### config.mk
export PLATFORM = sky130hd
export DESIGN_NAME = unary_add_arb
export DESIGN_NICKNAME = d
export VERILOG_FILES = /design/src/rtl/unary_add_arb.sv
export SDC_FILE = /design/constraint.sdc
export NUM_CORES = 1
export LEC_CHECK = 0
export BUFFER_PORTS_ARGS = -buffer_cell sky130_fd_sc_hd__buf_2
export CORE_MARGIN = 2
export CORE_UTILIZATION = 40
export DETAILED_ROUTE_END_ITERATION = 7
export HOLD_SLACK_MARGIN = 0.12
export PLACE_DENSITY = 0.65
export SYNTH_ARGS = -nofsm -noshare
export SYNTH_HDL_FRONTEND = slang
export SYNTH_SLANG_ARGS = --single-unit
### constraint.sdc
create_clock -name clk -period 3.6 [get_ports clk]
set_clock_uncertainty 0.05 [all_clocks]
set_input_delay 0.54 -clock clk [delete_from_list [all_inputs] [get_ports clk]]
set_output_delay 0.54 -clock clk [all_outputs]
set_load 0.005 [all_outputs]
### src/rtl/unary_add_arb.sv
// unary_add_arb
//   Two-requester round-robin front end feeding a unary digit adder.
//   An accepted operand pair (A, B digits, clamped to RADIX-1) is fed one unary
//   unit per cycle into a 5-bit sum.  The sum is then split into a carry and a
//   digit, and the digit is emitted as a run of consecutive high cycles on dout.
//
// Ports
//   clk, rst                  clock, synchronous active-high reset
//   reqN_valid/a/b/ready      requester N operand handshake (N = 0, 1)
//   busy                      a transaction is in progress (state != IDLE)
//   grant_id                  requester owning the current transaction
//   dout                      unary result stream, one high cycle per unit
//   C                         carry of the current result (WRITE and DONE only)
//   done, done_id             one-cycle end-of-transaction pulse and its owner
//
// state | meaning
// IDLE  | waiting for a valid request; ready high for the selected requester
// FEED  | one unary unit of each nonzero remainder added to the sum per cycle
// WRITE | result digit emitted on dout (one cycle minimum)
// DONE  | done pulse with the owning requester id
module unary_add_arb #(
  parameter int RADIX = 10
) (
  input  logic       clk,
  input  logic       rst,
  input  logic       req0_valid,
  input  logic [3:0] req0_a,
  input  logic [3:0] req0_b,
  output logic       req0_ready,
  input  logic       req1_valid,
  input  logic [3:0] req1_a,
  input  logic [3:0] req1_b,
  output logic       req1_ready,
  output logic       busy,
  output logic       grant_id,
  output logic       dout,
  output logic       C,
  output logic       done,
  output logic       done_id
);

  typedef enum logic [1:0] {IDLE, FEED, WRITE, DONE} state_t;

  localparam logic [3:0] MAX_DIGIT = 4'(RADIX - 1);
  localparam logic [4:0] RADIX_W   = 5'(RADIX);

  state_t     state_q, state_d;
  logic [3:0] a_rem_q, a_rem_d;
  logic [3:0] b_rem_q, b_rem_d;
  logic [3:0] wr_cnt_q, wr_cnt_d;
  logic [4:0] sum_q, sum_d;
  logic       carry_q, carry_d;
  logic       grant_id_q, grant_id_d;
  logic       last_q, last_d;
  logic       dout_q, dout_d;
  logic       c_q, c_d;
  logic       done_q, done_d;
  logic       done_id_q, done_id_d;

  logic       sel;
  logic       accept;
  logic [3:0] a_clamp, b_clamp;
  logic       a_bit, b_bit;
  logic [4:0] sum_next;
  logic [4:0] digit_w;

  function automatic logic [3:0] clamp(input logic [3:0] v);
    return (v > MAX_DIGIT) ? MAX_DIGIT : v;
  endfunction

  // A lone requester wins outright; on contention the one not served last wins.
  always_comb begin
    if (req0_valid && !req1_valid)      sel = 1'b0;
    else if (req1_valid && !req0_valid) sel = 1'b1;
    else                                sel = ~last_q;
  end

  assign req0_ready = (state_q == IDLE) && !rst && !sel;
  assign req1_ready = (state_q == IDLE) && !rst &&  sel;
  assign accept     = (req0_ready && req0_valid) || (req1_ready && req1_valid);
  assign a_clamp    = clamp(sel ? req1_a : req0_a);
  assign b_clamp    = clamp(sel ? req1_b : req0_b);

  always_comb begin
    state_d    = state_q;
    a_rem_d    = a_rem_q;
    b_rem_d    = b_rem_q;
    wr_cnt_d   = wr_cnt_q;
    sum_d      = sum_q;
    carry_d    = carry_q;
    grant_id_d = grant_id_q;
    last_d     = last_q;
    dout_d     = 1'b0;
    done_d     = 1'b0;
    done_id_d  = 1'b0;
    a_bit      = (a_rem_q != 4'd0);
    b_bit      = (b_rem_q != 4'd0);
    sum_next   = sum_q + {4'd0, a_bit} + {4'd0, b_bit};
    digit_w    = (sum_next >= RADIX_W) ? (sum_next - RADIX_W) : sum_next;

    case (state_q)
      IDLE: begin
        if (accept) begin
          a_rem_d    = a_clamp;
          b_rem_d    = b_clamp;
          grant_id_d = sel;
          last_d     = sel;
          sum_d      = 5'd0;
          if (a_clamp == 4'd0 && b_clamp == 4'd0) begin
            carry_d  = 1'b0;
            wr_cnt_d = 4'd0;
            state_d  = WRITE;
          end else begin
            state_d  = FEED;
          end
        end
      end
      FEED: begin
        sum_d = sum_next;
        if (a_bit) a_rem_d = a_rem_q - 4'd1;
        if (b_bit) b_rem_d = b_rem_q - 4'd1;
        // Last FEED cycle: both remainders hit zero after this decrement.
        if (a_rem_q <= 4'd1 && b_rem_q <= 4'd1) begin
          carry_d  = (sum_next >= RADIX_W);
          wr_cnt_d = digit_w[3:0];
          dout_d   = (digit_w != 5'd0);
          state_d  = WRITE;
        end
      end
      WRITE: begin
        // dout is registered, so the first pulse was launched on WRITE entry.
        if (wr_cnt_q > 4'd1) begin
          wr_cnt_d = wr_cnt_q - 4'd1;
          dout_d   = 1'b1;
        end else begin
          done_d    = 1'b1;
          done_id_d = grant_id_q;
          state_d   = DONE;
        end
      end
      DONE: begin
        state_d = IDLE;
      end
      default: state_d = IDLE;
    endcase

    c_d = ((state_d == WRITE) || (state_d == DONE)) ? carry_d : 1'b0;
  end

  always_ff @(posedge clk) begin
    if (rst) begin
      state_q    <= IDLE;
      a_rem_q    <= 4'd0;
      b_rem_q    <= 4'd0;
      wr_cnt_q   <= 4'd0;
      sum_q      <= 5'd0;
      carry_q    <= 1'b0;
      grant_id_q <= 1'b0;
      last_q     <= 1'b1;
      dout_q     <= 1'b0;
      c_q        <= 1'b0;
      done_q     <= 1'b0;
      done_id_q  <= 1'b0;
    end else begin
      state_q    <= state_d;
      a_rem_q    <= a_rem_d;
      b_rem_q    <= b_rem_d;
      wr_cnt_q   <= wr_cnt_d;
      sum_q      <= sum_d;
      carry_q    <= carry_d;
      grant_id_q <= grant_id_d;
      last_q     <= last_d;
      dout_q     <= dout_d;
      c_q        <= c_d;
      done_q     <= done_d;
      done_id_q  <= done_id_d;
    end
  end

  assign busy     = (state_q != IDLE);
  assign grant_id = grant_id_q;
  assign dout     = dout_q;
  assign C        = c_q;
  assign done     = done_q;
  assign done_id  = done_id_q;

endmodule

After elaboration in Yosys (flattened, before gate mapping)
Index checks and enable logic that the tools add are counted.
{ "classes": {"n_lt_le_gt_ge": 6, "n_addsub": 6, "n_bitwise": 3, "n_reduce_logical": 32, "muxes": 33, "n_eq_ne": 11} }
{ "op_table": {"columns": ["cell", "count"], "rows": [
  ["$mux W4", 12],
  ["$pmux W4 S2", 2],
  ["$pmux W4 S3", 1],
  ["$sub A4 B1 Y4 const B", 3],
  ["$add A5 B1 Y5", 2],
  ["$mux W5", 2],
  ["$ne A2 B2 Y1 const B", 5],
  ["$pmux W5 S2", 1],
  ["$logic_and A1 B1 Y1", 9],
  ["$eq A2 B2 Y1 const B", 4],
  ["$gt A4 B4 Y1 const B", 2],
  ["$le A4 B1 Y1 const B", 2],
  ["$logic_not A4 Y1", 2],
  ["$mux W1", 8],
  ["$mux W2", 4],
  ["$pmux W2 S4", 1],
  ["$reduce_bool A4 Y1", 2],
  ["$reduce_and A3 Y1", 2],
  ["$ge A5 B4 Y1 const B", 1],
  ["$reduce_and A5 Y1", 1],
  ["$reduce_bool A5 Y1", 1],
  ["$sub A5 B4 Y5 const B", 1],
  ["$gt A4 B1 Y1 const B", 1],
  ["$logic_not A1 Y1", 4],
  ["other kinds (11)", 18]
]} }
{ "word_totals": {"register_bits": 26, "wordCells": 103, "input_bits": 20} }

Depth between registers and ports, before layout
Gate-level depths: netlist of the first run.
{ "depth": {"word_depth": 16, "mapped_depth": 13} }

Least setup slack after synthesis of the first run
No wires, ideal clock.
{ "synth_timing": {"path_kind": "reg2reg", "from": "reg b_rem_q[0]", "to": "reg wr_cnt_q[3]", "required_time_ns": 3.463, "setup_time_ns": 0.087, "path_stages_with_launch": 13, "setup_slack_ns": 0.878, "arrival_ns": 2.585, "period_less_slack_ns": 2.722, "cell_sequence": "dfxtp_1 -> inv_1 -> ha_1 -> nor2b_1 -> nand2_1 -> fa_1 -> ha_1 -> nand3_1 -> xnor2_1 -> nand2_1 -> o31a_1 -> or4_1 -> o31ai_1"} }
{ "synth_between": {"elab_chain_cells": 6, "word_cells_on_any_way": 11} }
{ "synth_lines": {"columns": ["element", "line", "source"], "rows": [
  ["start, declared", "49", "logic [3:0] b_rem_q, b_rem_d;"],
  ["start signal, assigned", "167", "b_rem_q <= b_rem_d;"],
  ["$reduce_bool A4 Y1", "97", "b_bit = (b_rem_q != 4'd0);"],
  ["$add A5 B1 Y5", "98", "sum_next = sum_q + {4'd0, a_bit} + {4'd0, b_bit};"],
  ["$sub A5 B4 Y5 / $ge A5 B4 Y1 (equally long branches)", "99", "digit_w = (sum_next >= RADIX_W) ? (sum_next - RADIX_W) : sum_next;"],
  ["$mux W5", "99", null],
  ["$mux W4", "123", "if (a_rem_q <= 4'd1 && b_rem_q <= 4'd1) begin"],
  ["$pmux W4 S3", "101", "case (state_q)"],
  ["end signal, assigned", "168", "wr_cnt_q <= wr_cnt_d;"],
  ["end, declared", "50", "logic [3:0] wr_cnt_q, wr_cnt_d;"]
]} }
Parallel ways exist; a longest one is shown, timed or not. The select of a mux whose other input is x is not followed.
A chain may end at the register's enable or synchronous reset.

Worst setup path after layout of the first run
{ "layout_timing": {"from": "reg a_rem_q[0]", "to": "reg wr_cnt_q[3]"} }
{ "layout_between": {"elab_chain_cells": 7, "word_cells_on_any_way": 12} }
{ "layout_lines": {"columns": ["element", "line", "source"], "rows": [
  ["start, declared", "48", "logic [3:0] a_rem_q, a_rem_d;"],
  ["start signal, assigned", "166", "a_rem_q <= a_rem_d;"],
  ["$reduce_bool A4 Y1", "96", "a_bit = (a_rem_q != 4'd0);"],
  ["$add A5 B1 Y5 (2 in a row)", "98", null],
  ["$sub A5 B4 Y5 / $ge A5 B4 Y1 (equally long branches)", "99", null],
  ["$mux W5", "99", null],
  ["$mux W4", "123", null],
  ["$pmux W4 S3", "101", null]
]} }
Parallel ways exist; a longest one is shown, timed or not. The select of a mux whose other input is x is not followed.

==> metrics.cfg, run 1 <==
[critical_path]
worstPathRequired_ns = 3.74
timing.setup.critical_path_class = reg -> reg
worst_ep_arrival_time_ns = 3.10
ff2ff_setup_slack_ns = 0.64
critPathCaptureType = flop
crit_path_max_fanout = 8
regToRegStartpoint = a_rem_q[0]
reg2reg_depth = 12
capture_instance_of_the_worst_register_to_register_path = wr_cnt_q[3]
setup.worst_path.end = wr_cnt_q[3]
critical_path.startpoint = a_rem_q[0]
setup.worst_path.start_class = flop

[sta]
setup_repair_after_global_routing_missed_its_margin = false
timing.slew.headroom = 0.4074
period_share = 0.8217
maxSlewViolCount = 0
fmaxAchievable_ghz = 0.3381
setup_ws_ns = 0.6420
period_needed_ns = 2.958
setup_viol = 0
tightest_slew_ns = 0.8889
setup_tns_ns = 0
hold_viol = 0
finalHoldWorstSlack_ns = 0.4533

[clock_network]
post_cts_buffers = 0
cts.root.buffer_cell = sky130_fd_sc_hd__clkbuf_8
cts_made_buffers = 3
clkSlewWorstSetupHoldPaths_ns = 0.09
clk-insertion-delay-late_ns = 0.27
cts_repair_resizes = 0
cts_tree = yes
clock_sink_count = 26
cts.hold.buffers_added = 0
h-tree-depth = 1
clock_tree_buffer_depth = 2

[finish]
layout.filler_cells = 424
final_common_cell = sky130_fd_sc_hd__buf_2
syn2layout_area_growth_pct = 13.10
final_layout_size_suffix_gt1_frac = 0.1826
final_nets = 274
diodes = 0
layout_common_cells = sky130_fd_sc_hd__buf_2, sky130_fd_sc_hd__dfxtp_1, sky130_fd_sc_hd__nor2_1
final_core_util = 0.4713

[synthesis]
postSynth.asyncResetShare = 0
postSynthAreaPerCell_sq_um = 8.322
synthesis.yosys.warnings = 0
synthesis.nets = 250
synthesis.instances = 218
synth_enable_flop_cells = 0
mappedNetlistArea_sq_um = 1814
seq_area_frac_synth = 0.2869
netlist-cell-type-count = 51
synth_flop_cell = sky130_fd_sc_hd__dfxtp_1
ys_seq_elements = 26

[global_route]
use_met2 = 0.2654
gr-total-overflow = 0
grt.busiest_layer = met2
use_met1 = 0.2190
total_global_routing_track_utilization = 0.1604
maximum_number_of_pins_on_one_net_before_global_route_repair = 29
grt_first_pass_wirelength_microns = 6720
met3_usage = 0.03235
vias_in_the_first_global_route = 1482
antenna_found_initial = 0

[detailed_routing]
vias = 1628
routedWlPerCell_microns = 13.26
drt_iter0_drc = 65
routed_via_density = 5.556
drc_errors = 0
final_antenna_net_count = 0
drtPass1Iterations = 4
wirelength_microns = 3885

[pwr]
switching_power_w = 0.0007634
peakVddDrop_uv = 450.7
power_per_cell_area_nw_per_um2 = 817.7
power.share.switching = 0.4550
clock_power_share = 0.144
power.static_leakage_nw = 0.8271
power.sequential.fraction = 0.248
combPwrFrac = 0.609
cell_internal_power_w = 0.0009145

[floorplanning]
coreArea_sq_um = 4354
initial_core_util = 0.4167
die_x_microns = 71.35
io_pins = 28
fp.dieArea_sq_um = 5090
chip_height_microns = 71.35
placementRows = 24

[outcome]
run_status = complete, no violations

[placement]
io_buffer_count = 27
post-dp-hpwl_microns = 2937
dpl_worst_slack_ns = 0.6898
finalWeightedCongestion = 0.8134

[run]
maxCapViolCount = 0

[min_path]
hold_path.class = reg -> reg

sequential cells by signal (all words and copies together) (netlist names):
name / count
grant_id: 1
dout: 1
b_rem_q: 4
a_rem_q: 4
carry_q: 1
sum_q: 5
last_q: 1
done_id: 1
done: 1
wr_cnt_q: 4
C: 1
state_q: 2
layer usage:
metal | part of all wire | up-vias | wire length (microns)
li1 | - | 838 | -
met2 | 0.47 | 21 | 1827
met1 | 0.50 | 767 | 1931
met3 | 0.026 | 2 | 100
met5 | 0 | - | 0
met4 | 0.0064 | 0 | 25
power by group through the flow:
stage                     Sequential, W  Combinational (W)  Clock [W]
after global routing           0.000425            0.00114   0.000258
after floorplan                0.000409           0.000784          0
final                          0.000415            0.00102   0.000241
after CTS                      0.000416            0.00102   0.000249
after global placement         0.000422            0.00101          0
after detailed placement       0.000422            0.00100          0
cells in the mapped netlist (3+ instances only):
| cell type | count | area (sq um) |
|---|---|---|
| sky130_fd_sc_hd__a211o_1 | 3 | 26.28 |
| sky130_fd_sc_hd__a211oi_1 | 3 | 22.52 |
| sky130_fd_sc_hd__a21oi_1 | 12 | 60.06 |
| sky130_fd_sc_hd__a22oi_1 | 7 | 52.55 |
| sky130_fd_sc_hd__a31oi_1 | 3 | 18.77 |
| sky130_fd_sc_hd__a32oi_1 | 3 | 26.28 |
| sky130_fd_sc_hd__clkbuf_1 | 8 | 30.03 |
| sky130_fd_sc_hd__dfxtp_1 | 26 | 520.5 |
| sky130_fd_sc_hd__ha_1 | 11 | 137.6 |
| sky130_fd_sc_hd__inv_1 | 14 | 52.55 |
| sky130_fd_sc_hd__mux2i_1 | 4 | 40.04 |
| sky130_fd_sc_hd__mux2i_2 | 3 | 41.29 |
| sky130_fd_sc_hd__nand2_1 | 12 | 45.04 |
| sky130_fd_sc_hd__nand3_1 | 4 | 20.02 |
| sky130_fd_sc_hd__nand3b_1 | 3 | 22.52 |
| sky130_fd_sc_hd__nor2_1 | 23 | 86.33 |
| sky130_fd_sc_hd__nor2b_1 | 4 | 25.02 |
| sky130_fd_sc_hd__nor3_1 | 6 | 30.03 |
| sky130_fd_sc_hd__nor3b_1 | 3 | 22.52 |
| sky130_fd_sc_hd__o21ai_0 | 14 | 70.07 |
| sky130_fd_sc_hd__o31ai_1 | 6 | 45.04 |
| sky130_fd_sc_hd__or4_1 | 5 | 37.54 |
| sky130_fd_sc_hd__xnor2_1 | 4 | 35.03 |
| sky130_fd_sc_hd__xor2_1 | 3 | 26.28 |
worst min-delay path by stage:
stage / from / to / slack (ns) / cells past startpoint
global route: grant_id / done_id / 0.48 / 1
CTS: grant_id / done_id / 0.46 / 1
floorplan: carry_q / C / 0.42 / 2
detailed placement: grant_id / done_id / 0.44 / 1
finish: grant_id / done_id / 0.45 / 1
global placement: grant_id / done_id / 0.44 / 1
worst max-delay path, stage by stage, from the launching register on:
cell and delay [ns]:
sky130_fd_sc_hd__dfxtp_1 0.35, sky130_fd_sc_hd__inv_1 0.07, sky130_fd_sc_hd__ha_1 0.17, sky130_fd_sc_hd__nor2b_1 0.25, sky130_fd_sc_hd__nand2_1 0.14, sky130_fd_sc_hd__fa_1 0.42, sky130_fd_sc_hd__ha_1 0.25, sky130_fd_sc_hd__nand3_1 0.11
sky130_fd_sc_hd__xnor2_1 0.27, sky130_fd_sc_hd__nand2_1 0.10, sky130_fd_sc_hd__o31a_1 0.25, sky130_fd_sc_hd__or4_1 0.39, sky130_fd_sc_hd__o31ai_1 0.07
area by class of cell:
type | count | area, sq um | share of cell area
timing repair buffer | 28 | 142.6 | 0.06951
clock inverter | 1 | 30.03 | 0.01463
multi-input combinational | 166 | 1189 | 0.5793
inverter | 17 | 63.81 | 0.03110
tap | 52 | 65.06 | 0.03171
sequential | 26 | 520.5 | 0.2537
clock buffer | 3 | 41.29 | 0.02012
cell families after synthesis:
| logic type | count (synthesis) | share of synthesized area |
|---|---|---|
| compound gates | 66 | 0.2607 |
| xor+xnor | 7 | 0.03379 |
| fa+ha+maj | 13 | 0.09448 |
| buf+inv | 26 | 0.05793 |
| flops | 26 | 0.2869 |
| mux | 10 | 0.06965 |
| simple gates | 70 | 0.1966 |
through the flow:
stage / power [W] / instance area [sq um] / instances
2_1_floorplan: 0.001193 / 1814 / 218
3_5_place_dp: 0.001423 / 1981 / 289
4_1_cts: 0.001683 / 2052 / 293
5_1_grt: 0.001826 / 2052 / 293
3_3_place_gp: 0.001428 / 1981 / 289
6_report: 0.001678 / 2052 / 293
Power figures use the tool's default switching activity.
==> run 2, diff against run 1 <==
==> constraint.sdc (replaced) <==
create_clock -name clk -period 2.9 [get_ports clk]
set_clock_uncertainty 0.05 [all_clocks]
set_input_delay 0.435 -clock clk [delete_from_list [all_inputs] [get_ports clk]]
set_output_delay 0.435 -clock clk [all_outputs]
set_load 0.005 [all_outputs]
==> run 2 against run 1 <==
Final area is 5.1% higher. Register-to-register slack worse by 0.48 ns. Clock power is 24% higher. Combinational power is 36% higher. Largest cell class unchanged. Largest power group unchanged.
==> metrics.cfg, run 2 (synthesized netlist as in run 1, its figures left out) <==
[global_route]
grt_first_pass_wirelength_microns = 7127
vias_in_the_first_global_route = 1591
antenna_found_initial = 0
total_global_routing_track_utilization = 0.1677
gr-total-overflow = 0
maximum_number_of_pins_on_one_net_before_global_route_repair = 20

[placement]
io_buffer_count = 27
dpl_worst_slack_ns = -0.01856
post-dp-hpwl_microns = 3032
finalWeightedCongestion = 0.8520

[sta]
tightest_slew_ns = 0.4406
setup_ws_ns = 0.1591
period_share = 0.9451
hold_viol = 0
fmaxAchievable_ghz = 0.3648
setup_viol = 0
maxSlewViolCount = 0
period_needed_ns = 2.741
timing.slew.headroom = 0.7042
setup_tns_ns = 0

[finish]
largest_reg_flops = 5
final_nets = 281
regMostFlops = sum_q
final_layout_size_suffix_gt1_frac = 0.2339
diodes = 0
final_common_cell = sky130_fd_sc_hd__buf_2
layout_common_cells = sky130_fd_sc_hd__buf_2, sky130_fd_sc_hd__dfxtp_1, sky130_fd_sc_hd__nor2_1
syn2layout_area_growth_pct = 18.83

[floorplanning]
initial_core_util = 0.4167
chip_height_microns = 71.35
io_pins = 28
fp.dieArea_sq_um = 5090
coreArea_sq_um = 4354
placementRows = 24
die_x_microns = 71.35

[clock_network]
clk-insertion-delay-late_ns = 0.27
clkSlewWorstSetupHoldPaths_ns = 0.09
h-tree-depth = 1
clock_tree_buffer_depth = 2
cts.hold.buffers_added = 0
cts.root.buffer_cell = sky130_fd_sc_hd__clkbuf_8
cts_tree = yes
post_cts_buffers = 0
cts_made_buffers = 3
clock_sink_count = 26

[critical_path]
crit_slowest_cell = sky130_fd_sc_hd__fa_1
max_stage_delay_ns = 0.41
worstPathRequired_ns = 3.04
worst_ep_arrival_time_ns = 2.88
crit_path_max_fanout = 8
setup.worst_path.start_class = flop
critPathBufInv = 1
ff2ff_setup_slack_ns = 0.16
worst_path_dominant_cell_family = simple AND/OR/NAND/NOR gates
worstPathCellList = inv_1 -> ha_1 -> nor2b_4 -> nand2_1 -> fa_1 -> ha_2 -> nand3_2 -> xnor2_4 -> nand2_1 -> o31a_1 -> or4_1 -> o31ai_1
timing.setup.critical_path_class = reg -> reg
timing.critical_path.mode_cell = sky130_fd_sc_hd__nand2_1
critPathCaptureType = flop

[min_path]
hold_path.class = in -> reg

[detailed_routing]
routedWlPerCell_microns = 13.57
routed_via_density = 5.603
vias = 1681
drtPass1Iterations = 4
final_antenna_net_count = 0
drc_errors = 0
drt_iter0_drc = 95
wirelength_microns = 4071

[run]
maxCapViolCount = 0

[pwr]
power_per_cell_area_nw_per_um2 = 1021
power.static_leakage_nw = 0.8846
peakVddDrop_uv = 549.9

[outcome]
run_status = complete, no violations

[run 2: cell count changes in the layout (fill, tap and decap cells not counted), sizes merged]
cell,before,now
buf,28,35
[run 2: final timing paths]
check        startpoint     endpoint  depth (start not counted)
min                 rst     grant_id                          2
max reg2reg  a_rem_q[1]  wr_cnt_q[3]                         12
min reg2reg    grant_id      done_id                          1
max          a_rem_q[1]  wr_cnt_q[3]                         12
[run 2: through the flow]
| step | std cells | utilization | hold WS, ns | instance area, sq um | total power, W |
|---|---|---|---|---|---|
| after CTS | 300 | 0.4874 | 0.3971 | 2122 | 0.002153 |
| after global placement | 296 | 0.4670 | 0.4386 | 2033 | 0.001830 |
| final | 300 | 0.4951 | 0.4036 | 2156 | 0.002200 |
| after detailed placement | 296 | 0.4670 | 0.4213 | 2033 | 0.001834 |
| after floorplan | 218 | - | 0.4219 | 1814 | 0.001481 |
| after global routing | 300 | 0.4951 | 0.4207 | 2156 | 0.002407 |
[run 2: cell type report]
class / instances / area (sq um)
multi-input combinational: 166 / 1240
clock inverter: 1 / 30.03
timing repair buffer: 35 / 195.2
inverter: 17 / 63.81
tap: 52 / 65.06
sequential: 26 / 520.5
fill: 418 / 2198
clock buffer: 3 / 41.29
[run 2: repair_timing]
action | CTS | global route
gates resized for setup | 3 | 7
setup endpoints to repair | 1 | 4
gates cloned | 0 | 0
[run 2: report_power, final]
part	switching (W)	total, W	internal [W]	leakage, nW
Clock	0.000115	0.000300	0.000185	0.0357
Combinational	0.000793	0.00139	0.000595	0.637
Sequential	0.0000710	0.000512	0.000441	0.212
[run 2: metal layers]
metal,vias up,part of all wire,GRT usage,wire (microns)
met2,32,0.48,0.2840,1960
met1,794,0.47,0.2251,1907
met3,2,0.044,0.02954,181
li1,853,-,-,-
met4,0,0.0052,0.03354,21
met5,-,0,0,0
[run 2: worst reg2reg max path, cell delays in order, from the launching register on]
cell and delay, ns:
sky130_fd_sc_hd__dfxtp_1 0.33, sky130_fd_sc_hd__inv_1 0.07, sky130_fd_sc_hd__ha_1 0.21, sky130_fd_sc_hd__nor2b_4 0.20
sky130_fd_sc_hd__nand2_1 0.11, sky130_fd_sc_hd__fa_1 0.41, sky130_fd_sc_hd__ha_2 0.23, sky130_fd_sc_hd__nand3_2 0.12
sky130_fd_sc_hd__xnor2_4 0.16, sky130_fd_sc_hd__nand2_1 0.08, sky130_fd_sc_hd__o31a_1 0.23, sky130_fd_sc_hd__or4_1 0.40
sky130_fd_sc_hd__o31ai_1 0.07
